==> src/rtl/bank_scheduler.sv <==
// Bank scheduler for a double-buffered cellular-automaton engine.
// Arbitrates clear, preset-load, manual edit and evolve phases over two
// memory banks, owns the display/source bank select and the generation
// counter, and aborts any granted phase that overruns its cycle budget.
module bank_scheduler #(
   parameter int ADDR_W  = 24,
   parameter int TIMEOUT = 2000000
) (
   input  logic              clk,
   input  logic              reset_n,
   input  logic              frame_start,
   input  logic              clear_req,
   input  logic              load_req,
   input  logic              edit_req,
   input  logic [ADDR_W-1:0] edit_addr,
   input  logic              edit_val,
   input  logic              evo_tick,
   input  logic              clear_done,
   input  logic              load_done,
   input  logic              evo_done,
   output logic              clear_gnt,
   output logic              load_gnt,
   output logic              evo_gnt,
   output logic              edit_wr,
   output logic [ADDR_W-1:0] edit_wr_addr,
   output logic              edit_wr_val,
   output logic              bank_sel,
   output logic [15:0]       gen_count,
   output logic              busy,
   output logic              edit_drop,
   output logic              evo_miss,
   output logic              timeout_err
);

   localparam int CNT_W = $clog2(TIMEOUT + 1);

   typedef enum logic [2:0] {
      IDLE,
      CLEAR,
      LOAD,
      EDIT,
      EVOLVE,
      SWAP_WAIT
   } state_t;

   state_t              state;
   state_t              state_n;
   logic [CNT_W-1:0]    phase_cnt;
   logic                edit_full;
   logic [ADDR_W-1:0]   buf_addr;
   logic                buf_val;
   logic                evo_pend;

   logic                in_phase;
   logic                timeout_hit;
   logic                enter_phase;
   logic                enter_evolve;
   logic                clear_ok;
   logic                aborted;
   logic                swap;
   logic                drain;
   logic                evo_keep;

   // Next-state decision and the one-cycle events that go with each transition.
   always_comb begin
      // NOTE: every signal gets a default first so no path leaves it unassigned,
      // which would otherwise infer a latch.
      state_n      = state;
      enter_phase  = 1'b0;
      enter_evolve = 1'b0;
      clear_ok     = 1'b0;
      aborted      = 1'b0;
      swap         = 1'b0;
      drain        = 1'b0;
      in_phase     = (state inside {CLEAR, LOAD, EVOLVE});
      timeout_hit  = (phase_cnt == CNT_W'(TIMEOUT - 1));

      unique case (state)
         IDLE: begin
            if (clear_req) begin
               state_n     = CLEAR;
               enter_phase = 1'b1;
            end else if (load_req) begin
               state_n     = LOAD;
               enter_phase = 1'b1;
            end else if (edit_full) begin
               state_n = EDIT;
               drain   = 1'b1;
            end else if (evo_pend) begin
               state_n      = EVOLVE;
               enter_phase  = 1'b1;
               enter_evolve = 1'b1;
            end
         end
         CLEAR: begin
            if (clear_done) begin
               state_n  = IDLE;
               clear_ok = 1'b1;
            end else if (timeout_hit) begin
               state_n = IDLE;
               aborted = 1'b1;
            end
         end
         LOAD: begin
            if (load_done) begin
               state_n = IDLE;
            end else if (timeout_hit) begin
               state_n = IDLE;
               aborted = 1'b1;
            end
         end
         EDIT: begin
            state_n = IDLE;
         end
         EVOLVE: begin
            // frame_start on the same edge as evo_done is deliberately not a swap.
            if (evo_done) begin
               state_n = SWAP_WAIT;
            end else if (timeout_hit) begin
               state_n = IDLE;
               aborted = 1'b1;
            end
         end
         SWAP_WAIT: begin
            if (frame_start) begin
               state_n = IDLE;
               swap    = 1'b1;
            end
         end
         default: begin
            state_n = IDLE;
         end
      endcase

      // A successful clear discards any queued generation; a tick on that same
      // edge is a fresh request and survives.
      evo_keep = evo_pend & ~enter_evolve & ~clear_ok;
   end

   // State register with all outputs registered from the next state.
   always_ff @(posedge clk or negedge reset_n) begin
      if (!reset_n) begin
         state        <= IDLE;
         phase_cnt    <= '0;
         clear_gnt    <= 1'b0;
         load_gnt     <= 1'b0;
         evo_gnt      <= 1'b0;
         busy         <= 1'b0;
         edit_wr      <= 1'b0;
         edit_wr_addr <= '0;
         edit_wr_val  <= 1'b0;
         edit_drop    <= 1'b0;
         evo_miss     <= 1'b0;
         bank_sel     <= 1'b0;
         gen_count    <= '0;
         timeout_err  <= 1'b0;
         edit_full    <= 1'b0;
         evo_pend     <= 1'b0;
         // NOTE: the buffer payload is reset too, so a drained-but-never-filled
         // entry can never put X on the write bus.
         buf_addr     <= '0;
         buf_val      <= 1'b0;
      end else begin
         // NOTE: non-blocking throughout, so every right-hand side sees the
         // pre-edge value regardless of statement order.
         state     <= state_n;
         clear_gnt <= (state_n == CLEAR);
         load_gnt  <= (state_n == LOAD);
         evo_gnt   <= (state_n == EVOLVE);
         busy      <= (state_n != IDLE);

         if (enter_phase) begin
            phase_cnt <= '0;
         end else if (in_phase) begin
            phase_cnt <= phase_cnt + CNT_W'(1);
         end

         if (aborted) begin
            timeout_err <= 1'b1;
         end else if (clear_ok) begin
            timeout_err <= 1'b0;
         end

         if (clear_ok) begin
            bank_sel  <= 1'b0;
            gen_count <= '0;
         end else if (swap) begin
            bank_sel  <= ~bank_sel;
            gen_count <= gen_count + 16'd1;
         end

         // Single-entry edit buffer: a request while occupied is lost, even
         // on the edge that drains it.
         edit_wr   <= drain;
         edit_drop <= edit_req & edit_full;
         if (drain) begin
            edit_wr_addr <= buf_addr;
            edit_wr_val  <= buf_val;
         end
         if (edit_req && !edit_full) begin
            edit_full <= 1'b1;
            buf_addr  <= edit_addr;
            buf_val   <= edit_val;
         end else if (drain) begin
            edit_full <= 1'b0;
         end

         evo_miss <= evo_tick & evo_keep;
         evo_pend <= evo_keep | evo_tick;
      end
   end

endmodule

==> config.mk <==
export PLATFORM = sky130hd
export DESIGN_NAME = bank_scheduler
export DESIGN_NICKNAME = d
export VERILOG_FILES = /design/src/rtl/bank_scheduler.sv
export SDC_FILE = /design/constraint.sdc
export NUM_CORES = 1
export LEC_CHECK = 0
export BUFFER_PORTS_ARGS = -buffer_cell sky130_fd_sc_hd__buf_2
export CAP_MARGIN = 20
export CORE_UTILIZATION = 45
export CTS_CLUSTER_SIZE = 20
export DETAILED_ROUTE_END_ITERATION = 16
export PLACE_DENSITY = 0.7
export SLEW_MARGIN = 20
export SYNTH_ARGS = -nofsm -noshare
export SYNTH_HDL_FRONTEND = slang
export SYNTH_SLANG_ARGS = --single-unit
==> constraint.sdc <==
create_clock -name clk -period 2.14 [get_ports clk]
set_input_delay 0.535 -clock clk [delete_from_list [all_inputs] [get_ports clk]]
set_output_delay 0.535 -clock clk [all_outputs]
set_load 0.01 [all_outputs]
==> impl_metrics.csv, run 1 <==
group,metric,value,unit
hold_path,hold_path_class,"in -> async",
critical_path,critPathKind,"reg -> reg",
cts,hold_buffers,0,
power_and_ir_drop,vdd.ir_drop.worst,428,uV
floorplanning,die_h,102,um
sta,slew-limit-headroom,0.633,
route,vias,3409,
cts,cts_root_buffer,"clkbuf_8",
route,drc,0,
yosys,synth_top_flop_cell,"dfrtp_1",
sta,period_share,0.949,
power_and_ir_drop,power_density,1110,mW/mm2
cts,cts_tree,"yes",
floorplanning,die_area,0.0103,mm2
final_layout,nFillCells,836,
floorplanning,start_util,0.474,
global_route,track_usage,0.197,
critical_path,worstPathArrival,2.29,ns
critical_path,r2r-start,"phase_cnt[13]",
sta,whs,0.0818,ns
route,drt_iter0_drc,110,
yosys,yosys.area.top_type,"dfrtp_1",
cts,htreeDepth,3,
cts,cts_made_buffers,9,
global_route,grt_pass1_wl,15.6,mm
yosys,yosysSeqAreaShare,0.566,
critical_path,endpoint_kind,"flip-flop",
critical_path,cp.required,2.40,ns
yosys,yosysWarnings,0,
placed_design,numPortBuffers,84,
yosys,synth_cells,430,
placed_design,place_inst,646,
critical_path,reg2reg_setup_slack,0.11,ns
critical_path,crit_fanout,3,
critical_path,r2r-end,"busy",
cts,cts_buffer_depth,2,
flow_run,max-cap-violations,0,
sta,finalMaxSlewViolations,0,
route,drt_pass1_iterations,4,
global_route,grt_antenna_before_repair,0,
sta,fin_crit,2.03,ns
yosys,synth_top_area_frac,0.566,
cts,cts_sinks,101,
route,final_antenna_net_count,0,
final_layout,antenna_cells,0,
yosys,synth_edf_count,0,
sta,rsz0062_at_grt,"no",
route,vias_per_cell,5.14,
final_layout,nets,566,
power_and_ir_drop,leakage,2.61,nW
sta,setup_violations,0,
yosys,postSynthAreaPerCell,10.4,um2
floorplanning,die_w,102,um
yosys,synth_area,0.00446,mm2
yosys,synthesis.nets,467,
critical_path,startpoint_type,"flip-flop",
critical_path,reg2reg_depth,5,
power_and_ir_drop,p_clk_frac,0.217,
yosys,async_flop_share,1.00,
route,routed_wl,9.48,mm
sta,tightestPinTransition,0.543,ns
sta,totalNegativeSetupSlack,0,ns
global_route,grt_overflow,0,
floorplanning,core_area,0.00942,mm2
floorplanning,ios,85,
yosys,yosys-top-cells-area,"dfrtp_1 (57%), nand2_1 (8.0%), mux2_2 (6.3%)",
cts,clk_pin_slew,0.10,ns
placed_design,place.gp.congestion,0.874,
global_route,grt_pass1_vias,3290,
placed_design,dpl.hpwl,6.73,mm
final_layout,post-route-util,0.570,
sta,skew,0.00739,ns
yosys,synth_cell_types,53,
final_layout,fin_area,0.00537,mm2
final_layout,drive_gt1_frac,0.290,
final_layout,finalNonFillerCells,663,
floorplanning,row_count,35,
yosys,ys_seq_elements,101,
run_status,outcome,"finished, final reports clean",
global_route,grt_max_degree,46,
power_and_ir_drop,p_int,3.88,mW
route,avgRoutedWirePerCell,14.3,um
placed_design,dpl_cell_area,0.00513,mm2
sta,timing.fmax,493,MHz
power_and_ir_drop,power.switching,2.07,mW
cts,clkLatencyLatePin,0.36,ns
power_and_ir_drop,sw_frac_of_total,0.348,
power_and_ir_drop,combPwrFrac,0.319,
sta,hold_viol_final,0,
power_and_ir_drop,pwr-share-seq,0.464,
final_layout,area_delta_synth_final,20.2,%
[layout make-up]
| type | instances | area (um2) | share of cell area |
|---|---|---|---|
| sequential | 101 | 2530 | 0.471 |
| clock buffer | 9 | 124 | 0.0231 |
| timing repair buffer | 103 | 578 | 0.108 |
| multi-input combinational | 306 | 1850 | 0.345 |
| inverter | 8 | 30.0 | 0.00560 |
| tap | 129 | 161 | 0.0301 |
| clock inverter | 7 | 93.8 | 0.0175 |
[synth_stat cells (all sizes together) (3+ instances only)]
cell / count
xor2: 13
nand2: 95
or4: 3
inv: 7
or3: 12
o21ai: 17
nor3: 7
and3: 4
mux2: 25
nand3: 13
xnor2: 9
and2: 4
nor2: 37
clkbuf: 10
buf: 5
nand4: 9
or4b: 3
nor4: 3
dfrtp: 101
a21oi: 17
[power by group through the flow]
| stage | Clock [mW] | Combinational (mW) | Sequential (mW) |
|---|---|---|---|
| 3_5_place_dp | 0 | 1.91 | 2.80 |
| 2_1_floorplan | 0 | 1.10 | 2.89 |
| 5_1_grt | 1.41 | 2.14 | 2.84 |
| 3_3_place_gp | 0 | 1.85 | 2.77 |
| 6_report | 1.29 | 1.89 | 2.76 |
| 4_1_cts | 1.33 | 1.91 | 2.76 |
[through the flow]
step                      power [mW]  worst slack, ns
after global placement          4.62           0.0977
final                           5.94            0.110
after detailed placement        4.71           0.0509
after floorplan                 4.00            0.119
after CTS                       6.01           0.0309
after global routing            6.38           0.0203
[logic make-up (layout without fill, tap and decap cells)]
| kind of cell | after synthesis | count (layout) | synth area share |
|---|---|---|---|
| muxes | 27 | 27 | 0.0675 |
| AOI/OAI and AO/OA | 48 | 48 | 0.0642 |
| buffers and inverters | 23 | 127 | 0.0213 |
| and+or+nand+nor | 206 | 206 | 0.230 |
| xor gates and xnor gates | 22 | 22 | 0.0432 |
| adders and majority gates | 3 | 3 | 0.00813 |
| DFF | 101 | 101 | 0.566 |
[worst max-delay path by stage]
| stage | to | depth (start not counted) | slack, ns | start |
|---|---|---|---|---|
| 6_report | busy | 5 | 0.11 | phase_cnt[13] |
| 5_1_grt | phase_cnt[18] | 5 | 0.02 | phase_cnt[4] |
| 4_1_cts | busy | 5 | 0.03 | phase_cnt[13] |
| 3_5_place_dp | busy | 5 | 0.05 | phase_cnt[13] |
| 3_3_place_gp | busy | 5 | 0.1 | phase_cnt[13] |
| 2_1_floorplan | busy | 5 | 0.12 | phase_cnt[7] |
[cells in the final DEF, fill, tap and decap left out, drive strengths merged, types with 3 or more instances in the layout]
master and n:
buf 103, dfrtp 101, nand2 95, nor2 37
mux2 25, a21oi 17, o21ai 17, xor2 13
nand3 13, or3 12, inv 10, xnor2 9
clkbuf 9, nand4 9, nor3 7, and2 4
and3 4, nor4 3, or4b 3, or4 3
clkinv 3
[worst max-delay path: stages (launching register included)]
cell and delay [ns]:
dfrtp_1 0.42, or4b_1 0.51, or4_4 0.46, o21ai_4 0.16, o21ai_1 0.09, a211o_1 0.29
[layer usage]
layer	up-vias	global-route usage	share of wire	wire length [um]
li1	1672	-	-	-
met1	1655	0.261	0.46	4320
met2	68	0.322	0.49	4630
met3	14	0.0331	0.037	350
met4	0	0.0803	0.019	182
met5	-	0	0	0
[registers in the layout, indices dropped and copies added, names as in the netlist, 3 cells and up]
register and cells:
buf_addr 24, edit_wr_addr 24, gen_count 16, phase_cnt 21, state 3
[timing repair]
action	4_1_cts	5_1_grt
setup buffers	0	1
gates resized for setup	0	1
endpoints found under the setup margin	0	1
(Power assumes the default switching activity.)
==> inputs of run 2 (changes only) <==
PLACE_DENSITY = 0.8   (was 0.7)
==> run 2 against run 1 <==
Clock power shrank 13%. Maximum frequency shrank 1.4%. Setup slack lost 0.029 ns. Die area unchanged.
==> impl_metrics.csv, run 2 (synthesized netlist as in run 1, its figures left out) <==
group,metric,value,unit
route,vias_per_cell,5.13,
critical_path,startpoint_type,"flip-flop",
hold_path,hold_path_class,"in -> async",
critical_path,reg2reg_setup_slack,0.08,ns
critical_path,reg2reg_depth,5,
global_route,grt_pass1_vias,3466,
route,wl_met3,287,um
flow_run,max-cap-violations,0,
power_and_ir_drop,leakage,2.60,nW
cts,cts_sinks,101,
final_layout,layout_commonest_cell,"dfrtp_1",
sta,period_share,0.962,
critical_path,r2r-end,"busy",
sta,totalNegativeSetupSlack,0,ns
run_status,outcome,"finished, final reports clean",
cts,hold_buffers,0,
floorplanning,die_h,102,um
final_layout,antenna_cells,0,
cts,cts_made_buffers,9,
route,vias,3389,
route,highest_layer,"met4",
final_layout,multi_input_area,0.00186,mm2
power_and_ir_drop,vdd.ir_drop.worst,493,uV
cts,htreeDepth,3,
critical_path,cp.required,2.39,ns
sta,rsz0062_at_grt,"no",
final_layout,reg_top3,"buf_addr: 24 flops, edit_wr_addr: 24 flops, phase_cnt: 21 flops",
final_layout,regArea,0.00253,mm2
global_route,grt_pass1_wl,16.2,mm
floorplanning,start_util,0.474,
placed_design,place.gp.congestion,0.825,
final_layout,fin_area,0.00535,mm2
critical_path,r2r-start,"phase_cnt[7]",
placed_design,numPortBuffers,84,
sta,timing.fmax,486,MHz
final_layout,nFillCells,834,
route,final_antenna_net_count,0,
sta,slew-limit-headroom,0.622,
placed_design,place_inst,644,
critical_path,critPathKind,"reg -> reg",
cts,cts_root_buffer,"clkbuf_8",
critical_path,cp_cell_sequence,"or4b_1, or4_4, o21ai_4, o21ai_1, a211o_1",
cts,clkLatencyLatePin,0.36,ns
critical_path,crit_fanout,3,
sta,skew,0.0158,ns
power_and_ir_drop,power_density,1080,mW/mm2
global_route,grt_max_degree,38,
route,routed_wl,9.72,mm
final_layout,mostFrequentLayoutCells,"dfrtp_1 (101), nand2_1 (94), buf_2 (83), nor2_1 (37), mux2_2 (25)",
cts,clk_pin_slew,0.10,ns
route,drt_iter0_drc,161,
critical_path,worstPathArrival,2.30,ns
sta,whs,0.119,ns
critical_path,slowest_delay,0.52,ns
final_layout,nets,565,
sta,tightestPinTransition,0.563,ns
floorplanning,ios,85,
final_layout,drive_gt1_frac,0.291,
cts,cts_tree,"yes",
cts,cts_buffer_depth,2,
global_route,grt_antenna_before_repair,0,
global_route,grt_overflow,0,
critical_path,slowest_stage,"or4b_1",
route,drt_pass1_iterations,4,
floorplanning,die_w,102,um
power_and_ir_drop,power,5.80,mW
sta,finalMaxSlewViolations,0,
route,wl_met1,4.22,mm
final_layout,finalNonFillerCells,661,
global_route,track_usage,0.198,
route,avgRoutedWirePerCell,14.7,um
sta,setup_violations,0,
floorplanning,core_area,0.00942,mm2
floorplanning,row_count,35,
route,met2_length,5.08,mm
sta,hold_viol_final,0,
critical_path,endpoint_kind,"flip-flop",
sta,fin_crit,2.06,ns
placed_design,dpl.hpwl,6.95,mm
route,drc,0,
final_layout,area_delta_synth_final,19.9,%
floorplanning,die_area,0.0103,mm2
placed_design,dpl_cell_area,0.00514,mm2
[run 2: changes by cell type in the layout (fill, tap and decap cells not counted)]
cell and delta:
buf_12 +2, buf_4 -3, bufinv_16 -1, clkinv_4 +1, clkinv_8 -1, inv_6 +1, inv_8 -1, nand2_1 -1
nand2_2 +1, nand4bb_1 -1, nand4bb_2 +1
[run 2: worst max-delay path by stage]
stage / end / from / cells after the start
global route: phase_cnt[18] / phase_cnt[4] / 5
CTS: busy / phase_cnt[13] / 5
floorplan: busy / phase_cnt[7] / 5
detailed placement: busy / phase_cnt[13] / 5
finish: busy / phase_cnt[7] / 5
global placement: busy / phase_cnt[13] / 5
[run 2: critical path, delay by kind of cell, from the launching register on]
kind             cells  cell delay, ns
flip-flops           1            0.39
AO/OA/AOI/OAI        3            0.52
AND/OR/NAND/NOR      2            1.04
[run 2: cell type report]
class | instances | share of cell area
clock buffers | 9 | 0.0231
clock inverters | 6 | 0.0101
inverters | 8 | 0.00561
multi-input cells | 306 | 0.347
flip-flops and latches | 101 | 0.472
well taps | 129 | 0.0302
repair buffers | 102 | 0.111
[run 2: routing by layer]
metal | GRT usage | vias up
met2 | 0.343 | 65
met1 | 0.253 | 1650
met4 | 0.0736 | 0
met3 | 0.0290 | 11
li1 | - | 1663
met5 | 0 | -
[run 2: where the power goes]
group	total, mW	switching [mW]	internal (mW)
logic	1.91	1.07	0.835
registers	2.77	0.297	2.47
clock network	1.12	0.678	0.438
[run 2: what timing repair did]
item,CTS,global route
resized for setup,0,3
hold endpoints to repair,0,0
setup buffers,0,2
endpoints found under the setup margin,0,7
[run 2: metrics by stage]
step                      setup WS (ns)  utilization
final                            0.0809        0.568
after global routing            0.00504        0.568
after CTS                        0.0594        0.565
after detailed placement         0.0746        0.546
after global placement            0.101        0.546
after floorplan                   0.119            -
==> inputs of run 3 (changes only) <==
CELL_PAD_IN_SITES_DETAIL_PLACEMENT = 1   (was default)
CELL_PAD_IN_SITES_GLOBAL_PLACEMENT = 1   (was default)
CORE_UTILIZATION = 38   (was 45)
PLACE_DENSITY = 0.85   (was 0.8)
==> run 3 against run 2 <==
Global-route usage shrank 0.50 points. First-iteration DRC count is 32% higher. Non-clock buffer count up 3. Sequential cell count unchanged. Design area grew 2.6%. Via count is 4.1% higher. Sequential share of layout area shrank 1.2 points. Register-to-register slack improved by 0.04 ns. Critical endpoint unchanged.
==> impl_metrics.csv, run 3 (synthesized netlist as in run 1, its figures left out) <==
group,metric,value,unit
run_status,outcome,"finished, final reports clean",
sta,totalNegativeSetupSlack,0,ns
route,vias_per_cell,5.20,
cts,clkLatencyLatePin,0.35,ns
sta,finalMaxSlewViolations,0,
route,final_antenna_net_count,0,
critical_path,worstPathArrival,2.25,ns
final_layout,drive_gt1_frac,0.291,
global_route,grt_max_degree,48,
critical_path,crit_path_start,"phase_cnt[7]",
sta,hold_viol_final,0,
sta,fin_ws,0.119,ns
critical_path,slowest_stage,"or4b_1",
flow_run,max-cap-violations,0,
critical_path,cp_cell_sequence,"or4b_1, or4_4, o21ai_4, o21ai_1, a211o_1",
placed_design,dpl.hpwl,8.08,mm
final_layout,antenna_cells,0,
cts,cts_tree,"yes",
critical_path,cp.required,2.37,ns
critical_path,startpoint_type,"flip-flop",
global_route,grt_antenna_before_repair,0,
global_route,grt_pass1_wl,18.0,mm
global_route,track_usage,0.193,
critical_path,r2r-end,"busy",
floorplanning,ios,85,
cts,cts_buffer_depth,2,
floorplanning,die_h,110,um
floorplanning,row_count,39,
sta,setup_violations,0,
route,drt_pass1_iterations,4,
critical_path,reg2reg_depth,5,
power_and_ir_drop,vdd.ir_drop.worst,681,uV
final_layout,nets,568,
cts,hold_buffers,0,
route,drt_iter0_drc,212,
route,routed_wl,11.3,mm
final_layout,reg_top3,"buf_addr: 24 flops, edit_wr_addr: 24 flops, phase_cnt: 21 flops",
placed_design,place_inst,662,
critical_path,slowest_delay,0.53,ns
sta,period_share,0.944,
floorplanning,start_util,0.391,
final_layout,area_delta_synth_final,23.0,%
cts,cts_made_buffers,9,
sta,skew,0.0106,ns
critical_path,r2r-start,"phase_cnt[7]",
hold_path,hold_path_class,"in -> async",
cts,cts_root_buffer,"clkbuf_16",
sta,slew-limit-headroom,0.604,
route,vias,3529,
sta,tightestPinTransition,0.586,ns
global_route,grt_overflow,0,
placed_design,place.gp.congestion,0.876,
placed_design,numPortBuffers,84,
final_layout,mostFrequentLayoutCells,"dfrtp_1 (101), nand2_1 (95), buf_2 (83), nor2_1 (37), mux2_2 (25)",
cts,cts_sinks,101,
sta,fin_crit,2.02,ns
cts,htreeDepth,3,
floorplanning,core_area,0.0114,mm2
floorplanning,die_w,110,um
floorplanning,die_area,0.0122,mm2
power_and_ir_drop,leakage,2.66,nW
critical_path,crit_fanout,3,
critical_path,reg2reg_setup_slack,0.12,ns
route,drc,0,
power_and_ir_drop,power_density,1180,mW/mm2
placed_design,place_ws,0.0144,ns
route,avgRoutedWirePerCell,16.7,um
critical_path,endpoint,"busy",
cts,clk_pin_slew,0.08,ns
final_layout,finalNonFillerCells,679,
final_layout,layout_commonest_cell,"dfrtp_1",
critical_path,critPathKind,"reg -> reg",
global_route,grt_pass1_vias,3667,
sta,rsz0062_at_grt,"no",
critical_path,endpoint_kind,"flip-flop",
sta,whs,0.119,ns
sta,timing.fmax,495,MHz
==> run 3: routing by layer <==
| layer | wire, um | vias up | track usage |
|---|---|---|---|
| li1 | - | 1673 | - |
| met1 | 4970 | 1791 | 0.244 |
| met2 | 5920 | 51 | 0.336 |
| met3 | 285 | 14 | 0.0312 |
| met4 | 175 | 0 | 0.0658 |
| met5 | 0 | - | 0 |
==> run 3: worst min path at each step <==
| stage | start | end | slack, ns | cells past startpoint |
|---|---|---|---|---|
| 2_1_floorplan | reset_n | bank_sel | 0.24 | 0 |
| 3_3_place_gp | buf_addr[7] | edit_wr_addr[7] | 0.44 | 2 |
| 3_5_place_dp | buf_addr[2] | edit_wr_addr[2] | 0.45 | 2 |
| 4_1_cts | reset_n | edit_wr_addr[14] | 0.13 | 1 |
| 5_1_grt | reset_n | edit_wr_addr[8] | 0.14 | 1 |
| 6_report | reset_n | edit_wr_addr[8] | 0.12 | 1 |
==> run 3: worst max-delay path: cells and delay by family, from the launching register on <==
family | cells | cell delay (ns)
DFF | 1 | 0.39
AOI/OAI and AO/OA | 3 | 0.54
and+or+nand+nor | 2 | 0.99
==> run 3: stage by stage <==
step | util | total power [mW] | cell area [um2]
floorplan | - | 4.00 | 4460
global placement | 0.452 | 4.64 | 5170
detailed placement | 0.452 | 4.81 | 5170
CTS | 0.480 | 6.55 | 5480
global route | 0.481 | 6.89 | 5490
finish | 0.481 | 6.48 | 5490
==> run 3: report_power, final <==
| part | switching, mW | internal, mW | total (mW) |
|---|---|---|---|
| Clock | 0.773 | 0.929 | 1.70 |
| Combinational | 1.14 | 0.845 | 1.98 |
| Sequential | 0.320 | 2.48 | 2.80 |
| Total | 2.23 | 4.25 | 6.48 |
==> run 3: area by class of cell <==
| cell class | instances | area (um2) |
|---|---|---|
| clock inverters | 6 | 80.1 |
| clock buffers | 10 | 229 |
| fillers | 1342 | 5930 |
| well taps | 143 | 179 |
| repair buffers | 105 | 593 |
| multi-input cells | 306 | 1850 |
| flip-flops and latches | 101 | 2530 |
| inverters | 8 | 30.0 |
==> run 3: repair_timing <==
action,in CTS,in global routing
setup endpoints to repair,0,1
buffers inserted,0,1
resized for setup,0,1
endpoints found under the hold margin,0,0
